===== src/rtl/i4003_loader_if.sv =====
// i4003_loader_if -- load handshake bundle for i4003_loader.
//   load_data  : word to shift out, bit WIDTH-1 first (master -> slave)
//   load_valid : load request (master -> slave)
//   load_ready : loader idle, a load is accepted on valid & ready (slave -> master)
//   done       : one-cycle pulse when a load has completed (slave -> master)
`timescale 1ns/1ps

interface i4003_loader_if #(
    parameter int WIDTH = 10
);
    logic [WIDTH-1:0] load_data;
    logic             load_valid;
    logic             load_ready;
    logic             done;

    modport master (
        output load_data,
        output load_valid,
        input  load_ready,
        input  done
    );

    modport slave (
        input  load_data,
        input  load_valid,
        output load_ready,
        output done
    );
endinterface


===== src/rtl/i4003_loader.sv =====
// i4003_loader -- serial driver for a chain of cascaded i4003 shift registers.
// Accepts a parallel word over a valid/ready handshake and shifts it out
// MSB-first on serial_out/cp, with every cp phase stretched to HALF_CY
// system clocks so the i4003 internal latch delay is comfortably met.
//
// Parameters:
//   SYSCLK_TCY : system clock period in ns
//   WIDTH      : total chain length in bits (10 per cascaded i4003)
//   CP_HALF_NS : minimum cp low/high phase in ns (>= 300)
// Ports:
//   sysclk     : system clock, rising edge
//   reset      : synchronous active-high reset
//   bus        : load handshake (load_data, load_valid, load_ready, done)
//   cp         : to every i4003 cp
//   serial_out : to the first i4003 serial_in
//   enable     : to every i4003 enable
//   chain_in   : from the last i4003 serial_out
//   readback   : chain contents captured during the previous load
//
// Optional feature: define I4003_LOADER_READBACK_EN to capture chain_in
// during each shift and present the previous chain contents on readback.
// Without it readback is tied to 0 and chain_in is unused.
`timescale 1ns/1ps

module i4003_loader #(
    parameter int SYSCLK_TCY = 20,
    parameter int WIDTH      = 10,
    parameter int CP_HALF_NS = 500
) (
    input  logic             sysclk,
    input  logic             reset,
    i4003_loader_if.slave    bus,
    output logic             cp,
    output logic             serial_out,
    output logic             enable,
    input  logic             chain_in,
    output logic [WIDTH-1:0] readback
);

    localparam int HALF_CY = (CP_HALF_NS + SYSCLK_TCY - 1) / SYSCLK_TCY;
    localparam int PH_W    = $clog2(HALF_CY + 1);
    localparam int BIT_W   = (WIDTH > 1) ? $clog2(WIDTH) : 1;

    localparam logic [PH_W-1:0]  PH_LAST  = PH_W'(HALF_CY - 1);
    localparam logic [BIT_W-1:0] BIT_LAST = BIT_W'(WIDTH - 1);

    typedef enum logic [1:0] {
        S_IDLE,
        S_SETUP,
        S_HIGH,
        S_SETTLE
    } state_t;

    state_t           r_state;
    state_t           w_state_nxt;
    logic [PH_W-1:0]  r_phase;
    logic [PH_W-1:0]  w_phase_nxt;
    logic [BIT_W-1:0] r_bit;
    logic [BIT_W-1:0] w_bit_nxt;
    logic [WIDTH-1:0] r_word;
    logic [WIDTH-1:0] w_word_nxt;
    logic [WIDTH-1:0] w_word_shl;

    logic r_cp;
    logic w_cp_nxt;
    logic r_so;
    logic w_so_nxt;
    logic r_enable;
    logic w_enable_nxt;
    logic r_done;
    logic w_done_nxt;
    logic r_ready;
    logic w_ready_nxt;

    logic w_phase_end;

    assign w_phase_end = (r_phase == PH_LAST);

    // The shift word is kept MSB-aligned: serial_out always carries word[WIDTH-1],
    // so advancing to the next bit is a left shift rather than a variable index.
    assign w_word_shl = r_word << 1;

    always_comb begin
        w_state_nxt = r_state;
        w_phase_nxt = r_phase;
        w_bit_nxt   = r_bit;
        w_word_nxt  = r_word;
        w_cp_nxt    = 1'b0;
        w_so_nxt    = r_so;
        w_done_nxt  = 1'b0;

        case (r_state)
            S_IDLE: begin
                if (bus.load_valid) begin
                    w_word_nxt  = bus.load_data;
                    w_so_nxt    = bus.load_data[WIDTH-1];
                    w_bit_nxt   = '0;
                    w_phase_nxt = '0;
                    w_state_nxt = S_SETUP;
                end
            end

            S_SETUP: begin
                if (w_phase_end) begin
                    w_phase_nxt = '0;
                    w_cp_nxt    = 1'b1;
                    w_state_nxt = S_HIGH;
                end else begin
                    w_phase_nxt = r_phase + 1'b1;
                end
            end

            S_HIGH: begin
                w_cp_nxt = 1'b1;
                if (w_phase_end) begin
                    // cp falls here; serial_out moves on the same edge.
                    w_cp_nxt    = 1'b0;
                    w_phase_nxt = '0;
                    if (r_bit != BIT_LAST) begin
                        w_bit_nxt   = r_bit + 1'b1;
                        w_word_nxt  = w_word_shl;
                        w_so_nxt    = w_word_shl[WIDTH-1];
                        w_state_nxt = S_SETUP;
                    end else begin
                        w_state_nxt = S_SETTLE;
                    end
                end else begin
                    w_phase_nxt = r_phase + 1'b1;
                end
            end

            S_SETTLE: begin
                if (w_phase_end) begin
                    w_phase_nxt = '0;
                    w_bit_nxt   = '0;
                    w_done_nxt  = 1'b1;
                    w_state_nxt = S_IDLE;
                end else begin
                    w_phase_nxt = r_phase + 1'b1;
                end
            end

            default: begin
                w_state_nxt = S_IDLE;
                w_phase_nxt = '0;
                w_bit_nxt   = '0;
            end
        endcase

        // Outputs are registered from the next state so they line up with it.
        w_ready_nxt  = (w_state_nxt == S_IDLE);
        w_enable_nxt = (w_state_nxt == S_IDLE) && (r_enable || w_done_nxt);
    end

    always_ff @(posedge sysclk) begin
        if (reset) begin
            r_state  <= S_IDLE;
            r_phase  <= '0;
            r_bit    <= '0;
            r_word   <= '0;
            r_cp     <= 1'b0;
            r_so     <= 1'b0;
            r_enable <= 1'b0;
            r_done   <= 1'b0;
            r_ready  <= 1'b1;
        end else begin
            r_state  <= w_state_nxt;
            r_phase  <= w_phase_nxt;
            r_bit    <= w_bit_nxt;
            r_word   <= w_word_nxt;
            r_cp     <= w_cp_nxt;
            r_so     <= w_so_nxt;
            r_enable <= w_enable_nxt;
            r_done   <= w_done_nxt;
            r_ready  <= w_ready_nxt;
        end
    end

`ifdef I4003_LOADER_READBACK_EN
    logic [WIDTH-1:0] r_cap;
    logic [WIDTH-1:0] r_readback;

    // chain_in is sampled just before each cp rise. Sample i is the old chain
    // bit WIDTH-1-i, so shifting samples in from the LSB leaves sample 0 at
    // the MSB after WIDTH samples and the register holds the old chain word.
    always_ff @(posedge sysclk) begin
        if (reset) begin
            r_cap      <= '0;
            r_readback <= '0;
        end else begin
            if (r_state == S_SETUP && w_phase_end) begin
                r_cap <= (r_cap << 1) | WIDTH'(chain_in);
            end
            if (r_state == S_SETTLE && w_phase_end) begin
                r_readback <= r_cap;
            end
        end
    end

    assign readback = r_readback;
`else
    logic w_unused_chain_in;

    assign w_unused_chain_in = chain_in;
    assign readback          = '0;
`endif

    assign cp             = r_cp;
    assign serial_out     = r_so;
    assign enable         = r_enable;
    assign bus.load_ready = r_ready;
    assign bus.done       = r_done;

endmodule


===== src/flat_wrapper.sv =====
// flat-port wrapper written by rule: the top's interface ports become plain ports
module i4003_loader_flat 
#(
    parameter int SYSCLK_TCY = 20,
    parameter int WIDTH      = 10,
    parameter int CP_HALF_NS = 500
)
  (sysclk, reset, cp, serial_out, enable, chain_in, readback, bus_load_data, bus_load_valid, bus_load_ready, bus_done);
  i4003_loader_if #(.WIDTH(WIDTH)) bus_i ();
  input  logic sysclk;
  input  logic reset;
  output logic cp;
  output logic serial_out;
  output logic enable;
  input  logic chain_in;
  output logic [WIDTH-1:0] readback;
  input wire logic [$bits(bus_i.load_data)-1:0] bus_load_data;
  input wire logic [$bits(bus_i.load_valid)-1:0] bus_load_valid;
  output wire logic [$bits(bus_i.load_ready)-1:0] bus_load_ready;
  output wire logic [$bits(bus_i.done)-1:0] bus_done;
  assign bus_i.load_data = bus_load_data;
  assign bus_i.load_valid = bus_load_valid;
  assign bus_load_ready = bus_i.load_ready;
  assign bus_done = bus_i.done;
  i4003_loader #(.SYSCLK_TCY(SYSCLK_TCY), .WIDTH(WIDTH), .CP_HALF_NS(CP_HALF_NS)) u_core (.sysclk(sysclk), .reset(reset), .bus(bus_i), .cp(cp), .serial_out(serial_out), .enable(enable), .chain_in(chain_in), .readback(readback));
endmodule

===== config.mk =====
export PLATFORM = sky130hd
export DESIGN_NAME = i4003_loader_flat
export DESIGN_NICKNAME = d
export VERILOG_FILES = /design/src/rtl/i4003_loader_if.sv /design/src/rtl/i4003_loader.sv /design/src/flat_wrapper.sv
export SDC_FILE = /design/constraint.sdc
export NUM_CORES = 1
export LEC_CHECK = 0
export ABC_AREA = 1
export CAP_MARGIN = 10
export CORE_ASPECT_RATIO = 1.4
export CORE_MARGIN = 2
export CORE_UTILIZATION = 50
export DETAILED_ROUTE_END_ITERATION = 12
export PLACE_DENSITY = 0.78
export SKIP_LAST_GASP = 1
export SLEW_MARGIN = 10
export SYNTH_ARGS = -nofsm -noshare
export SYNTH_HDL_FRONTEND = slang
export SYNTH_SLANG_ARGS = --single-unit

===== constraint.sdc =====
create_clock -name sysclk -period 1.7 [get_ports sysclk]
set_clock_uncertainty 0.05 [all_clocks]
set_input_delay 0.255 -clock sysclk [delete_from_list [all_inputs] [get_ports sysclk]]
set_output_delay 0.255 -clock sysclk [all_outputs]
set_load 0.02 [all_outputs]

# Yosys cells after proc, flatten, opt, wreduce, memory -nomap -nowiden

Index checks and enable logic that the tools add are counted.
Widths: inputs -> output; s select.

Register bits after elaboration: 25
Latch bits: 0
Memory bits (writable): 0
Memory bits (read-only): 0
Input bits: 14
Output and inout bits: 15
Word-level logic and storage cells: 55
Memories kept: 0

Add/sub/neg operators: 2
Multiply operators: 0
Divide/modulo/power cells: 0
$lt $le $gt $ge: 0
Equal/unequal tests: 9
Shift-type cells: 0
Multiplexer cells: 26
Bitwise operators: 0
Reduce and logical (&&, ||, !) cells: 9

Operator list:

| kind                | count |
|---|---|
| $mux 9              | 3 |
| $pmux 9 s2          | 1 |
| $mux 4              | 4 |
| $pmux 4 s3          | 1 |
| $mux 2              | 5 |
| $mux 5              | 2 |
| $pmux 5 s2          | 1 |
| $pmux 2 s4          | 1 |
| $mux 1              | 6 |
| $ne 2x1->1 const B  | 3 |
| $add 5x1->5 const B | 1 |
| $eq 5x5->1 const B  | 1 |
| $reduce_and 5->1    | 1 |
| $add 4x1->4 const B | 1 |
| $eq 2x2->1 const B  | 2 |
| $logic_not 2->1     | 2 |
| $ne 4x4->1 const B  | 1 |
| $pmux 1 s2          | 2 |
| $reduce_and 4->1    | 1 |
| $reduce_bool 3->1   | 1 |
| $reduce_or 3->1     | 1 |
| $eq 2x1->1 const B  | 1 |
| $ne 2x2->1 const B  | 1 |
| $reduce_bool 2->1   | 1 |
| 2 further kinds     | 2 |

# Logic depth before layout (Yosys ltp)

Word-level depth: 6
Mapped depth: 10
Gate-level depth less buffers: 10

# Least setup slack after synthesis

Ideal clock, no wire load.

Path kind: register to register
Start: register u_core.r_phase[0]
End: register u_core.r_bit[1]
Library setup time: 0.129 ns
Data arrival time: 1.183 ns
Data required time: 1.521 ns
Slack: 0.339 ns
Stages on the path, launching flop included: 11
Buffers on the path: 0
Period minus slack after synthesis: 1.361 ns
Path through: dfxtp_1 > inv_1 > ha_1 > nand2_1 > nor2_4 > nand2_2 > nand2_4 > nand2_1 > nand2_1 > nand2_1 > nor2_1

Longest elaborated chain between the ends: 3
Elaborated cells on any way between the ends: 4
Those cells by class: 3 x eq/ne; 1 x reduce/logical

RTL lines:

| element                               | line                | text |
|---|---|---|
| from (decl)                           | i4003_loader.sv:56  | `logic [PH_W-1:0] r_phase;` |
| from (signal assigned)                | i4003_loader.sv:168 | `r_phase <= w_phase_nxt;` |
| $eq 5x5->1 (*)                        | i4003_loader.sv:77  | `assign w_phase_end = (r_phase == PH_LAST);` |
| $ne 2x1->1 (no source line)           | -                   |  |
| $reduce_and 5->1 (no source line) (*) | -                   |  |
| to (signal assigned)                  | i4003_loader.sv:169 | `r_bit <= w_bit_nxt;` |
| to (decl)                             | i4003_loader.sv:58  | `logic [BIT_W-1:0] r_bit;` |

Every way passes the cells marked *; elsewhere a longest branch is shown, timed or not.
A chain may end at the register's enable or synchronous reset.

# Worst setup path in the final report

Start: register u_core.r_enable (netlist: u_core.enable)
End: output enable

RTL lines:

| element                | line                | text |
|---|---|---|
| from (decl)            | i4003_loader.sv:68  | `logic r_enable;` |
| from (signal assigned) | i4003_loader.sv:173 | `r_enable <= w_enable_nxt;` |
| to (decl)              | flat_wrapper.sv:14  | `output logic enable;` |

No word-level cell between the ends.

==> flow_metrics.env <==
export IMPL_dr_pass1_iters=4
export IMPL_cts_buffers=3
export IMPL_path_buf_inv=1
export IMPL_synthDistinctLibCells=31
export IMPL_routed_wl_um=2630
export IMPL_ys_ff_latch=25
export IMPL_syn_cell_area_um2=1410
export IMPL_clkTransAtPathRegs_ns=0.14
export IMPL_diodes=0
export IMPL_async_reset_ff_share_pct=0
export IMPL_start_util_pct=53.4
export IMPL_grt_max_degree=16
export IMPL_outcome="finished clean"
export IMPL_p_leak_uw=0.000681
export IMPL_cts_path_max_buffers=2
export IMPL_antenna_left=0
export IMPL_cp_max_fo=2
export IMPL_final_core_utilization_pct=61.3
export IMPL_rows=22
export IMPL_worstHoldPathCells=3
export IMPL_critPathArrivalTime_ns=1.29
export IMPL_r2r_setup_slack_ns=0.18
export IMPL_hold_end="u_core.r_word[0]"
export IMPL_syn_area_per_cell_um2=7.19
export IMPL_grt_setup_unrepaired="false"
export IMPL_ff2ff_path_depth=8
export IMPL_setup_violations=0
export IMPL_dieArea_um2=3270
export IMPL_end_kind="output pin"
export IMPL_die_w_um=48.9
export IMPL_slowest_stage="clkdlybuf4s50_1"
export IMPL_insertion_delay_ns=0.33
export IMPL_areaGrowthSynthToFinish_pct=14.8
export IMPL_grt_pass1_vias=1083
export IMPL_path_cells="clkdlybuf4s50_1"
export IMPL_critPathMaxStageDelay_ns=0.60
export IMPL_place_congestion=0.760
export IMPL_port_buffers=17
export IMPL_cts_sinks=25
export IMPL_layoutNonFillerInstCount=251
export IMPL_grt_overflow_total=0
export IMPL_drv_slew=0
export IMPL_fillers=261
export IMPL_cp_top_family="buffers and inverters"
export IMPL_synthCells=196
export IMPL_dpl_cell_area_um2=1560
export IMPL_period_share_pct=93.8
export IMPL_holdCritStartpoint="bus_load_data[0]"
export IMPL_hold_path_class="primary input to register"
export IMPL_ys_seq_area_share_pct=35.5
export IMPL_grt_total_usage_pct=17.6
export IMPL_design_area_um2=1620
export IMPL_coreArea_um2=2640
export IMPL_dp_cells=244
export IMPL_cts_tree="built"
export IMPL_r2r_start="u_core.r_phase[0]"
export IMPL_synthFlopType="dfxtp_1"
export IMPL_die_h_um=66.8
export IMPL_synth_edf_count=0
export IMPL_grt_first_pass_wirelength_um=4440
export IMPL_dpl_worst_slack_ns=0.0821
export IMPL_vias=1211
export IMPL_hold_viol=0
export IMPL_root_buffer="clkbuf_4"
export IMPL_powerDensity_nw_per_um2=680
export IMPL_period_minus_slack_ns=1.59
export IMPL_route_detailed_drc=0
export IMPL_ys_warn_count=0
export IMPL_finalNetCount=234
export IMPL_io_pins=29
export IMPL_setup_tns_ns=0
export IMPL_wl_per_cell_um=10.5
export IMPL_dp_hpwl_um=1840
export IMPL_grt_antenna_before_repair=0
export IMPL_timing_final_ws_setup_ns=0.106
export IMPL_rr_endpoint="u_core.r_word[7]"
export IMPL_h_tree_depth=1
export IMPL_worstPathRequired_ns=1.39
export IMPL_hold_buffers=0
export IMPL_start_kind="register"
export IMPL_drt_iter0_markers=29
export IMPL_crit_type="register to output pin"
export IMPL_fmax_ghz=0.627
export IMPL_vdd_drop_max_uv=544
export IMPL_maxCapViolations=0
export IMPL_drive_gt1_share_pct=12.6
export IMPL_viasPerCell=4.82
[layout by cell type, fill, tap and decap left out, types with 2 or more instances in the layout]
master | synthesis | layout
nand2_1 | 51 | 51
nor2_1 | 28 | 27
dfxtp_1 | 25 | 24
clkdlybuf4s50_1 | 0 | 17
inv_1 | 13 | 13
o21ai_0 | 10 | 10
nand3_1 | 10 | 10
a21oi_1 | 10 | 10
conb_1 | 1 | 10
ha_1 | 4 | 4
nor2_4 | 3 | 3
o21ai_1 | 3 | 3
nand2_2 | 3 | 3
nand4_1 | 3 | 3
clkbuf_4 | 0 | 3
inv_2 | 2 | 2
nor2_2 | 1 | 2
nand2_4 | 1 | 2
or2_0 | 2 | 2
buf_4 | 12 | 2
[metrics by stage]
step / hold slack (ns) / power (µW)
after floorplan: 0.352 / 794
after global placement: 0.410 / 832
after detailed placement: 0.411 / 836
after CTS: 0.423 / 1100
after global routing: 0.440 / 1150
final: 0.420 / 1100
[sequential cells by signal, indices dropped and copies added (netlist names)]
| name | flops |
|---|---|
| u_core.serial_out | 1 |
| u_core.r_bit | 4 |
| u_core.enable | 1 |
| u_core.r_word | 9 |
| u_core.r_phase | 5 |
| u_core.r_state | 2 |
| u_core.bus.load_ready | 1 |
| u_core.bus.done | 1 |
| u_core.cp | 1 |
[power by group]
part	switching, µW	internal [µW]
registers	27.2	618
clock network	185	88.4
logic	106	76.7
[cell type report]
| cell class | count | area (µm²) | area share (%) |
|---|---|---|---|
| multi-input combinational | 151 | 797 | 49.2 |
| sequential | 25 | 502 | 31.0 |
| timing repair buffer | 19 | 185 | 11.4 |
| inverter | 16 | 62.6 | 3.86 |
| tap | 36 | 45.0 | 2.78 |
| clock buffer | 3 | 22.5 | 1.39 |
| clock inverter | 1 | 5.00 | 0.309 |
[cell usage after synthesis, types with 2 or more instances]
cell type	instances	area (µm²)
o21ai_0	10	50.1
nand2_2	3	18.8
nand4_1	3	18.8
nand2_1	51	191
nand3_1	10	50.1
buf_4	12	90.1
dfxtp_1	25	500
clkbuf_1	2	7.51
nor2_4	3	33.8
or2_0	2	12.5
inv_1	13	48.8
nor2_1	28	105
inv_2	2	7.51
o21ai_1	3	15.0
a21oi_1	10	50.1
ha_1	4	50.1
[metal layers]
layer	vias up	GRT usage, %	routed length, µm
li1	638	-	-
met1	552	19.7	1170
met2	17	32.7	1350
met3	4	2.69	57
met4	0	7.50	44
met5	-	0	0
[worst max-delay path by stage]
stage                      startpoint          endpoint  cells past startpoint
floorplan           u_core.r_phase[0]   u_core.r_bit[1]                     10
global placement       bus_load_valid   u_core.r_bit[1]                      9
detailed placement     bus_load_valid   u_core.r_bit[3]                      8
CTS                     u_core.enable            enable                      1
global route        u_core.r_phase[0]  u_core.r_word[2]                      9
finish                  u_core.enable            enable                      1
[cell families after synthesis]
family	share of synthesized area, %
buf+inv	12.2
compound gates	12.9
xor+xnor	1.24
fa+ha+maj	3.55
simple gates	34.4
other cells	0.266
flops	35.5
[what timing repair did]
item                                    in CTS  in global routing
endpoints found under the setup margin       0                 10
gates resized for setup                      0                  3
setup buffers                                0                  1
Note: power is estimated with default switching activity, not from simulation.
